## src/rtl/mem_access_unit.sv

```systemverilog
// Load/store sequencer between the execute stage and the word-banked data memory.
// Define MEM_ACCESS_BOUNDS_CHECK_EN to fault on addresses at or beyond MEM_BYTES.
module mem_access_unit #(
  parameter int unsigned MEM_BYTES = 4096
) (
  input  logic        i_clk,
  input  logic        i_reset,
  input  logic        i_req_valid,
  output logic        o_req_ready,
  input  logic        i_req_we,
  input  logic [1:0]  i_req_size,
  input  logic        i_req_signed,
  input  logic [31:0] i_req_addr,
  input  logic [31:0] i_req_wdata,
  output logic        o_resp_valid,
  input  logic        i_resp_ready,
  output logic [31:0] o_resp_rdata,
  output logic        o_resp_fault,
  output logic [31:0] o_mem_address,
  output logic [31:0] o_mem_wr_data,
  output logic [1:0]  o_mem_wr_mask,
  output logic [2:0]  o_mem_rd_mask,
  input  logic [31:0] i_mem_rd_data
);

  typedef enum logic [1:0] {IDLE, ACCESS, CAPTURE, RESP} state_t;

  localparam logic [2:0] RD_W    = 3'd0;
  localparam logic [2:0] RD_HZ   = 3'd1;
  localparam logic [2:0] RD_BZ   = 3'd2;
  localparam logic [2:0] RD_HE   = 3'd3;
  localparam logic [2:0] RD_BE   = 3'd4;
  localparam logic [2:0] RD_NONE = 3'd5;

  if ((MEM_BYTES & (MEM_BYTES - 1)) != 0) begin : g_bad_mem_bytes
    $error("MEM_BYTES must be a power of two");
  end

  state_t      state;
  logic        req_we;
  logic        req_signed;
  logic [1:0]  req_size;
  logic [31:0] req_addr;
  logic [31:0] req_wdata;
  logic        req_fault;

  // NOTE: every variable written in always_comb gets a default first, so no path infers a latch.
  always_comb begin
    req_fault = 1'b0;
    case (i_req_size)
      2'd1:    req_fault = i_req_addr[0];
      2'd2:    req_fault = |i_req_addr[1:0];
      2'd3:    req_fault = 1'b1;
      default: req_fault = 1'b0;
    endcase
`ifdef MEM_ACCESS_BOUNDS_CHECK_EN
    if (i_req_addr >= MEM_BYTES) req_fault = 1'b1;
`endif
  end

  // NOTE: sequential state uses non-blocking assignments so every register samples pre-edge values.
  always_ff @(posedge i_clk or negedge i_reset) begin
    if (!i_reset) begin
      state        <= IDLE;
      req_we       <= 1'b0;
      req_signed   <= 1'b0;
      req_size     <= 2'd0;
      req_addr     <= 32'd0;
      req_wdata    <= 32'd0;
      o_resp_rdata <= 32'd0;
      o_resp_fault <= 1'b0;
    end else begin
      case (state)
        IDLE: begin
          if (i_req_valid) begin
            req_we     <= i_req_we;
            req_signed <= i_req_signed;
            req_size   <= i_req_size;
            req_addr   <= i_req_addr;
            req_wdata  <= i_req_wdata;
            if (req_fault) begin
              o_resp_fault <= 1'b1;
              o_resp_rdata <= 32'd0;
              state        <= RESP;
            end else begin
              state <= ACCESS;
            end
          end
        end
        ACCESS: state <= CAPTURE;
        CAPTURE: begin
          o_resp_rdata <= req_we ? 32'd0 : i_mem_rd_data;
          state        <= RESP;
        end
        RESP: begin
          if (i_resp_ready) begin
            o_resp_rdata <= 32'd0;
            o_resp_fault <= 1'b0;
            state        <= IDLE;
          end
        end
        default: state <= IDLE;
      endcase
    end
  end

  assign o_req_ready   = (state == IDLE);
  assign o_resp_valid  = (state == RESP);
  assign o_mem_address = req_addr;
  assign o_mem_wr_data = req_wdata;

  // Masks decode straight from the state register so an async reset in ACCESS kills the write.
  always_comb begin
    o_mem_wr_mask = 2'd0;
    o_mem_rd_mask = RD_NONE;
    if (state == ACCESS) begin
      if (req_we) begin
        o_mem_wr_mask = req_size + 2'd1;
      end else begin
        case (req_size)
          2'd0:    o_mem_rd_mask = req_signed ? RD_BE : RD_BZ;
          2'd1:    o_mem_rd_mask = req_signed ? RD_HE : RD_HZ;
          default: o_mem_rd_mask = RD_W;
        endcase
      end
    end
  end

endmodule

```

## config.mk

```make
export PLATFORM = sky130hd
export DESIGN_NAME = mem_access_unit
export DESIGN_NICKNAME = d
export VERILOG_FILES = /design/src/rtl/mem_access_unit.sv
export SDC_FILE = /design/constraint.sdc
export NUM_CORES = 1
export LEC_CHECK = 0
export CAP_MARGIN = 20
export CORE_MARGIN = 3
export CORE_UTILIZATION = 40
export DETAILED_ROUTE_END_ITERATION = 7
export PLACE_DENSITY_LB_ADDON = 0.05
export SLEW_MARGIN = 10
export SYNTH_ARGS = -nofsm -noshare
export SYNTH_HDL_FRONTEND = slang
export SYNTH_SLANG_ARGS = --single-unit
```

## constraint.sdc

```tcl
create_clock -name i_clk -period 2.1 [get_ports i_clk]
set_input_delay 0.315 -clock i_clk [delete_from_list [all_inputs] [get_ports i_clk]]
set_output_delay 0.315 -clock i_clk [all_outputs]
set_load 0.03 [all_outputs]
```

==> results_tabular.tex, run 1 <==
\begin{tabular}{lr}
\hline
Metric & Value \\
\hline
\multicolumn{2}{l}{\textbf{STA}} \\
\quad Highest clock frequency the design can meet & 0.507 GHz \\
\quad RSZ-0062 raised after global routing & no \\
\quad Max-slew headroom & 64.1\% \\
\quad Count of endpoints failing hold in the final timing report & 1 \\
\quad Fin Setup TNS & 0 ns \\
\quad Final critical-path share of the clock period & 94.0\% \\
\quad Slew at the pin with the worst max-slew slack & 0.539 ns \\
\quad Max-slew violation count & 0 \\
\quad Hold WS & -0.00171 ns \\
\quad Final worst slack & 0.126 ns \\
\quad Clock Skews & 0.00611 ns \\
\quad Final setup fails & 0 \\
\quad Clock period minus final worst setup slack & 1.97 ns \\
\multicolumn{2}{l}{\textbf{Worst setup path}} \\
\quad Setup crit start kind & register \\
\quad Data required time at the worst endpoint & 1.78 ns \\
\quad Critical Path Max Stage Delay & 0.39 ns \\
\quad WS Path Type & register to output port \\
\quad Worst endpoint data arrival time & 1.66 ns \\
\quad Highest net fanout along the worst path & 4 \\
\quad Chain of cells forming the critical path & inv\_1, ha\_1, buf\_4, and3\_1, clkdlybuf4s15\_1 \\
\quad Critical Path Slowest Stage Cell & dfrtp\_1 \\
\quad Setup crit end kind & output port \\
\multicolumn{2}{l}{\textbf{Die}} \\
\quad Die height & 106 µm \\
\quad Effective utilization at floorplan & 42.2\% \\
\quad I/O pin total & 208 \\
\quad Standard-cell row count & 35 \\
\quad Area of the die & 11200 µm² \\
\quad Total core area & 9460 µm² \\
\quad Horizontal die dimension & 106 µm \\
\multicolumn{2}{l}{\textbf{Power and ir drop}} \\
\quad Overall power & 11.2 mW \\
\quad Switch Pwr & 4.50 mW \\
\quad Combinational power share & 54.6\% \\
\quad Ratio of total power to cell area & 1720 nW/µm² \\
\quad Static leakage & 2.82 nW \\
\quad Internal power & 6.69 mW \\
\quad Switching portion of total power & 40.2\% \\
\quad Clock power share & 14.2\% \\
\quad Relative contribution of sequential cells to total power & 31.2\% \\
\quad Worst IR Drop VDD & 996 µV \\
\multicolumn{2}{l}{\textbf{Place}} \\
\quad Buffers on Ports & 207 \\
\quad Cell total after placement & 586 \\
\quad Pre-CTS setup slack & 0.0930 ns \\
\quad Final HPWL DP & 7240 µm \\
\quad Final weighted congestion in routability-driven placement & 0.709 \\
\quad Post-placement cell area & 6240 µm² \\
\multicolumn{2}{l}{\textbf{Routing}} \\
\quad Mean routed wirelength per cell & 16.7 µm \\
\quad Number of iterations in the first detailed-routing pass & 4 \\
\quad Average via count per standard cell & 4.88 \\
\quad Residual antenna-violating net count after detailed routing & 0 \\
\quad Initial drt markers & 94 \\
\quad Via count of the routed design & 2940 \\
\quad Post-route DRC violation count & 0 \\
\quad Total wire length after detailed routing & 10100 µm \\
\multicolumn{2}{l}{\textbf{Synth}} \\
\quad Synthesized area per cell & 15.7 µm² \\
\quad Mapped Nets & 366 \\
\quad Area fraction of the dominant cell type after synthesis & 64.5\% \\
\quad Netlist cell types & 26 \\
\quad Warnings from Yosys & 0 \\
\quad Post-synthesis cell type with the largest combined area & dfrtp\_1 \\
\quad Flop and latch count out of synthesis & 103 \\
\quad Leading post-synthesis cells by cell area & dfrtp\_1, mux2\_2, a22o\_1 \\
\quad Synthesized netlist cell count & 255 \\
\quad Post-synthesis instance area & 4000 µm² \\
\quad Sequential area share after synthesis & 64.5\% \\
\multicolumn{2}{l}{\textbf{Final layout}} \\
\quad Syn-to-layout area delta & 62.6\% \\
\quad Non-filler cells in the finished layout & 602 \\
\quad Fraction of layout cells with a size suffix above 1 & 18.2\% \\
\quad Multi-input logic area & 1310 µm² \\
\quad Number of fill cells & 722 \\
\quad Most common cell after layout, fill and taps aside & clkdlybuf4s50\_1 \\
\quad Non-Filler Cell Area, Final & 6500 µm² \\
\quad Number of nets in the finished design & 579 \\
\quad Top library cells by usage in the layout, fill and taps aside & clkdlybuf4s50\_1, dfrtp\_1, mux2\_2 \\
\quad Number of diodes added for antenna fixing & 0 \\
\quad Sequential standard cell area & 2580 µm² \\
\multicolumn{2}{l}{\textbf{Global route}} \\
\quad First-pass GRT wire length & 16200 µm \\
\quad Pin count of the biggest net entering global routing & 104 \\
\quad Initial antenna violation count & 0 \\
\quad Vias in the first global route & 3186 \\
\quad Global-route congestion overflow total & 0 \\
\quad Global-route usage over all layers & 18.3\% \\
\multicolumn{2}{l}{\textbf{Clock network}} \\
\quad Clock buffers created by TritonCTS & 9 \\
\quad Maximum count of clock buffers along a single path & 2 \\
\quad Clock Tree Root & clkbuf\_8 \\
\quad Clk sink count & 103 \\
\quad Post-CTS Repair Setup Buffers & 0 \\
\quad Worst-path clk slew & 0.10 ns \\
\quad Clock tree from TritonCTS & built \\
\quad CTS H-tree lvls & 3 \\
\quad Source-to-sink clock delay at the later pin of the worst-skew pair & 0.36 ns \\
\multicolumn{2}{l}{\textbf{Run}} \\
\quad Reported max-cap violation count & 0 \\
\multicolumn{2}{l}{\textbf{Run status}} \\
\quad Run status & finished, violations left \\
\quad Violations in the final reports & negative hold slack \\
\multicolumn{2}{l}{\textbf{Hold path}} \\
\quad Path class of the lowest-slack min-delay path & input pin to asynchronous set/reset pin \\
\hline
\end{tabular}
-- layout make-up --
| class | count | share of cell area (%) |
|---|---|---|
| flip-flops and latches | 103 | 39.7 |
| clock buffers | 9 | 1.91 |
| well taps | 129 | 2.48 |
| inverters | 5 | 0.289 |
| repair buffers | 216 | 33.2 |
| clock inverters | 7 | 2.23 |
| multi-input cells | 133 | 20.2 |
-- power by group through the flow --
stage / registers, mW / clock network, mW / logic (mW)
6_report: 3.49 / 1.59 / 6.11
5_1_grt: 3.63 / 1.73 / 6.45
4_1_cts: 3.50 / 1.65 / 6.20
3_5_place_dp: 3.52 / 0 / 6.20
3_3_place_gp: 3.49 / 0 / 6.12
2_1_floorplan: 5.36 / 0 / 1.67
-- per-stage QoR --
step	util, %	hold slack [ns]
6_report	68.7	-0.00171
4_1_cts	68.8	0.0150
3_3_place_gp	66.0	0.427
3_5_place_dp	66.0	0.428
5_1_grt	68.7	0.0324
2_1_floorplan	-	0.0194
-- flip-flops by register name (all words and copies together) (netlist names) --
| register | flops |
|---|---|
| o_resp_fault | 1 |
| req_size | 2 |
| o_resp_rdata | 32 |
| req_we | 1 |
| o_mem_address | 32 |
| req_signed | 1 |
| o_mem_wr_data | 32 |
| state | 2 |
-- worst paths after layout --
kind | startpoint | slack, ns | end | depth (start not counted)
worst min-delay path | i_reset | -0.002 | o_mem_address[24]$_DFFE_PN0P_ | 2
worst min register to register | o_mem_address[25]$_DFFE_PN0P_ | 0.50 | o_mem_address[25]$_DFFE_PN0P_ | 1
worst max-delay path | state[1]$_DFFE_PN0P_ | 0.13 | o_mem_wr_mask[1] | 5
min in group i_clk | o_mem_address[25]$_DFFE_PN0P_ | 0.50 | o_mem_address[25]$_DFFE_PN0P_ | 1
worst max register to register | state[1]$_DFFE_PN0P_ | 0.32 | o_resp_rdata[25]$_DFFE_PN0P_ | 7
max in group asynchronous | i_reset | 1.69 | state[0]$_DFFE_PN0P_ | 2
-- critical path, delay by kind of cell (launching register included) --
family	cells	cell delay, ns
buf+inv	3	0.58
simple gates	1	0.14
flops	1	0.39
fa+ha+maj	1	0.19
-- cell usage after synthesis (all sizes together) --
library cell	count
a21oi	3
a22o	32
a31oi	1
and3	2
and4b	1
buf	11
clkbuf	3
dfrtp	103
ha	7
inv	5
mux2	68
mux2i	2
nand2	2
nand3b	2
nor2	3
nor2b	1
nor3	1
nor3b	1
o21ai	4
o21bai	1
o31ai	1
or3b	1
-- what timing repair did --
item	in CTS	in global routing
setup endpoints to repair	6	5
hold buffers	0	0
cloned	0	0
gates resized for setup	9	8
-- logic make-up after synthesis --
kind of cell / synth area share [%]
DFF: 64.5
buffers and inverters: 2.76
and+or+nand+nor: 2.22
AOI/OAI and AO/OA: 8.64
muxes: 19.7
adders and majority gates: 2.19
-- per-layer routing --
metal | up-vias | track usage [%] | share of wire, %
met5 | - | 0 | 0
met4 | 0 | 7.12 | 2.4
met3 | 16 | 8.44 | 11
met2 | 136 | 29.6 | 48
met1 | 1445 | 21.2 | 39
li1 | 1343 | - | -
Power figures use the tool's default switching activity.
==> run 2, diff against run 1 <==
--- a/config.mk
+++ b/config.mk
@@ -6,7 +6,6 @@
 export NUM_CORES = 1
 export LEC_CHECK = 0
 export CAP_MARGIN = 20
-export CORE_MARGIN = 3
 export CORE_UTILIZATION = 40
 export DETAILED_ROUTE_END_ITERATION = 7
 export PLACE_DENSITY_LB_ADDON = 0.05
==> run 2 against run 1 <==
  * The flow now finishes without violations
  * Register-to-register slack worse by 0.02 ns
  * Maximum frequency down 0.91%
  * Combinational power grew 0.7%
  * Die area down 7.4%
  * Sequential share of layout area fell by 0.21 points
  * Worst setup slack lost 0.018 ns
  * Flip-flop and latch count did not move
  * Clock skew rose by 0.0029 ns
  * Sequential power is essentially flat
  * Non-clock buffer count increased by 3
  * Critical path type unchanged
  * Critical endpoint is now o_mem_rd_mask[0]
  * Largest cell class unchanged
==> results_tabular.tex, run 2 (same netlist as run 1, synthesis figures left out) <==
\begin{tabular}{lr}
\hline
Metric & Value \\
\hline
\multicolumn{2}{l}{\textbf{Run status}} \\
\quad Run status & completed (was finished, violations left) \\
\multicolumn{2}{l}{\textbf{Worst setup path}} \\
\quad WS Path Type & register to output port (unchanged) \\
\quad Chain of cells forming the critical path & inv\_1, ha\_2, or3b\_2, buf\_2 (was inv\_1, ha\_1, buf\_4, and3\_1, clkdlybuf4s15\_1) \\
\quad Highest net fanout along the worst path & 7 (was 4) \\
\quad Setup crit end kind & output port (unchanged) \\
\quad R2R Path Start & state[0]\$\_DFFE\_PN0P\_ (was state[1]\$\_DFFE\_PN0P\_) \\
\quad Worst endpoint data arrival time & 1.68 ns (was 1.66 ns) \\
\quad Setup crit start kind & register (unchanged) \\
\quad FF-to-FF End & o\_mem\_address[17]\$\_DFFE\_PN0P\_ (was o\_resp\_rdata[25]\$\_DFFE\_PN0P\_) \\
\quad Critical Path Max Stage Delay & 0.45 ns (was 0.39 ns) \\
\quad Register-to-register setup slack & 0.30 ns (was 0.32 ns) \\
\quad Critical Path Slowest Stage Cell & or3b\_2 (was dfrtp\_1) \\
\quad Data required time at the worst endpoint & 1.78 ns (about the same) \\
\quad Number of cell instances on the worst register-to-register path & 6 (was 7) \\
\multicolumn{2}{l}{\textbf{Power and ir drop}} \\
\quad Static leakage & 2.85 nW (was 2.82 nW) \\
\quad Overall power & 11.1 mW (was 11.2 mW) \\
\quad Worst IR Drop VDD & 791 µV (was 996 µV) \\
\quad Ratio of total power to cell area & 1690 nW/µm² (was 1720 nW/µm²) \\
\multicolumn{2}{l}{\textbf{Clock network}} \\
\quad Clock Tree Root & clkbuf\_8 (unchanged) \\
\quad CTS H-tree lvls & 3 (unchanged) \\
\quad Clock buffers created by TritonCTS & 9 (unchanged) \\
\quad Maximum count of clock buffers along a single path & 2 (unchanged) \\
\quad Worst-path clk slew & 0.10 ns (about the same) \\
\quad Clk sink count & 103 (unchanged) \\
\quad Source-to-sink clock delay at the later pin of the worst-skew pair & 0.36 ns (about the same) \\
\quad Post-CTS Repair Setup Buffers & 0 (unchanged) \\
\quad Clock tree from TritonCTS & built (unchanged) \\
\multicolumn{2}{l}{\textbf{Final layout}} \\
\quad Fraction of layout cells with a size suffix above 1 & 18.3\% (was 18.2\%) \\
\quad Top library cells by usage in the layout, fill and taps aside & clkdlybuf4s50\_1, dfrtp\_1, mux2\_2 (unchanged) \\
\quad Number of nets in the finished design & 582 (was 579) \\
\quad Number of diodes added for antenna fixing & 0 (unchanged) \\
\quad Most common cell after layout, fill and taps aside & clkdlybuf4s50\_1 (unchanged) \\
\quad Syn-to-layout area delta & 63.5\% (was 62.6\%) \\
\quad Utilization of the core after routing & 67.1\% (was 68.7\%) \\
\multicolumn{2}{l}{\textbf{STA}} \\
\quad Clock Skews & 0.00898 ns (was 0.00611 ns) \\
\quad Slew at the pin with the worst max-slew slack & 0.369 ns (was 0.539 ns) \\
\quad Final critical-path share of the clock period & 94.9\% (was 94.0\%) \\
\quad Clock period minus final worst setup slack & 1.99 ns (was 1.97 ns) \\
\quad Final worst slack & 0.108 ns (was 0.126 ns) \\
\quad Count of endpoints failing hold in the final timing report & 0 (was 1) \\
\quad RSZ-0062 raised after global routing & no (unchanged) \\
\quad Max-slew violation count & 0 (unchanged) \\
\quad Max-slew headroom & 75.4\% (was 64.1\%) \\
\quad Highest clock frequency the design can meet & 0.502 GHz (was 0.507 GHz) \\
\quad Final setup fails & 0 (unchanged) \\
\multicolumn{2}{l}{\textbf{Global route}} \\
\quad Initial antenna violation count & 0 (unchanged) \\
\quad Vias in the first global route & 3015 (was 3186) \\
\quad Global-route congestion overflow total & 0 (unchanged) \\
\quad Global-route usage over all layers & 19.0\% (was 18.3\%) \\
\quad First-pass GRT wire length & 15100 µm (was 16200 µm) \\
\quad Pin count of the biggest net entering global routing & 48 (was 104) \\
\multicolumn{2}{l}{\textbf{Die}} \\
\quad Standard-cell row count & 36 (was 35) \\
\quad Total core area & 9730 µm² (was 9460 µm²) \\
\quad Area of the die & 10400 µm² (was 11200 µm²) \\
\quad I/O pin total & 208 (unchanged) \\
\quad Die height & 102 µm (was 106 µm) \\
\quad Effective utilization at floorplan & 41.1\% (was 42.2\%) \\
\quad Horizontal die dimension & 102 µm (was 106 µm) \\
\multicolumn{2}{l}{\textbf{Hold path}} \\
\quad Path class of the lowest-slack min-delay path & input pin to asynchronous set/reset pin (unchanged) \\
\multicolumn{2}{l}{\textbf{Routing}} \\
\quad Residual antenna-violating net count after detailed routing & 0 (unchanged) \\
\quad Mean routed wirelength per cell & 16.0 µm (was 16.7 µm) \\
\quad Number of iterations in the first detailed-routing pass & 4 (unchanged) \\
\quad Average via count per standard cell & 4.85 (was 4.88) \\
\quad Total wire length after detailed routing & 9740 µm (was 10100 µm) \\
\quad Via count of the routed design & 2956 (was 2940) \\
\quad Initial drt markers & 55 (was 94) \\
\quad Post-route DRC violation count & 0 (unchanged) \\
\multicolumn{2}{l}{\textbf{Place}} \\
\quad Pre-CTS setup slack & 0.0461 ns (was 0.0930 ns) \\
\quad Buffers on Ports & 207 (unchanged) \\
\quad Final HPWL DP & 7210 µm (was 7240 µm) \\
\quad Final weighted congestion in routability-driven placement & 0.695 (was 0.709) \\
\multicolumn{2}{l}{\textbf{Run}} \\
\quad Reported max-cap violation count & 0 (unchanged) \\
\hline
\end{tabular}
[run 2: critical path: cells and delay by family, from the launching register on]
family                     cells  cell delay, ns
adders and majority gates      1            0.22
DFF                            1            0.39
buffers and inverters          2            0.27
and+or+nand+nor                1            0.45
[run 2: how the worst max path moves through the flow]
stage                                    start                             to  slack, ns  depth (start not counted)
after detailed placement  state[1]$_DFFE_PN0P_               o_mem_rd_mask[0]       0.05                          4
after floorplan           state[0]$_DFFE_PN0P_  o_mem_address[18]$_DFFE_PN0P_       0.18                          6
after CTS                 state[1]$_DFFE_PN0P_               o_mem_rd_mask[0]      -0.03                          4
after global placement    state[1]$_DFFE_PN0P_               o_mem_rd_mask[0]       0.04                          4
final                     state[1]$_DFFE_PN0P_               o_mem_rd_mask[0]       0.11                          4
after global routing      state[1]$_DFFE_PN0P_               o_mem_rd_mask[0]      0.006                          4
[run 2: area by class of cell]
type | count | area, µm²
Fill cell | 754 | 3200
Sequential cell | 103 | 2580
Timing Repair Buffer | 219 | 2220
Multi-Input combinational cell | 133 | 1320
Tap cell | 133 | 166
Clock buffer | 10 | 138
Clock inverter | 6 | 97.6
Inverter | 5 | 18.8
[run 2: per-stage QoR]
step                      std cells  cell area, µm²  hold slack [ns]  TNS (ns)
after floorplan                 255            4000           0.0194         0
after CTS                       609            6540            0.341   -0.0292
after detailed placement        592            6290            0.189         0
after global routing            609            6530            0.363         0
final                           609            6530            0.356         0
after global placement          592            6290            0.192         0
[run 2: routing by layer]
layer  track usage [%]  up-vias  wire [µm]
met3              6.63       16        909
met2              32.3      128       4780
met1              22.5     1457       3820
li1                  -     1355          -
met4              6.92        0        223
met5                 0        -          0
[run 2: power breakdown]
part           leakage [nW]  switching, mW  internal (mW)
Sequential             1.28          0.510           2.97
Combinational          1.45           3.32           2.84
Clock                 0.119          0.700          0.724
Total                  2.85           4.53           6.53
[run 2: timing repair]
action / CTS / global route
setup endpoints to repair: 6 / 2
gates resized for setup: 9 / 3
hold buffers: 1 / 0
endpoints found under the hold margin: 14 / 0
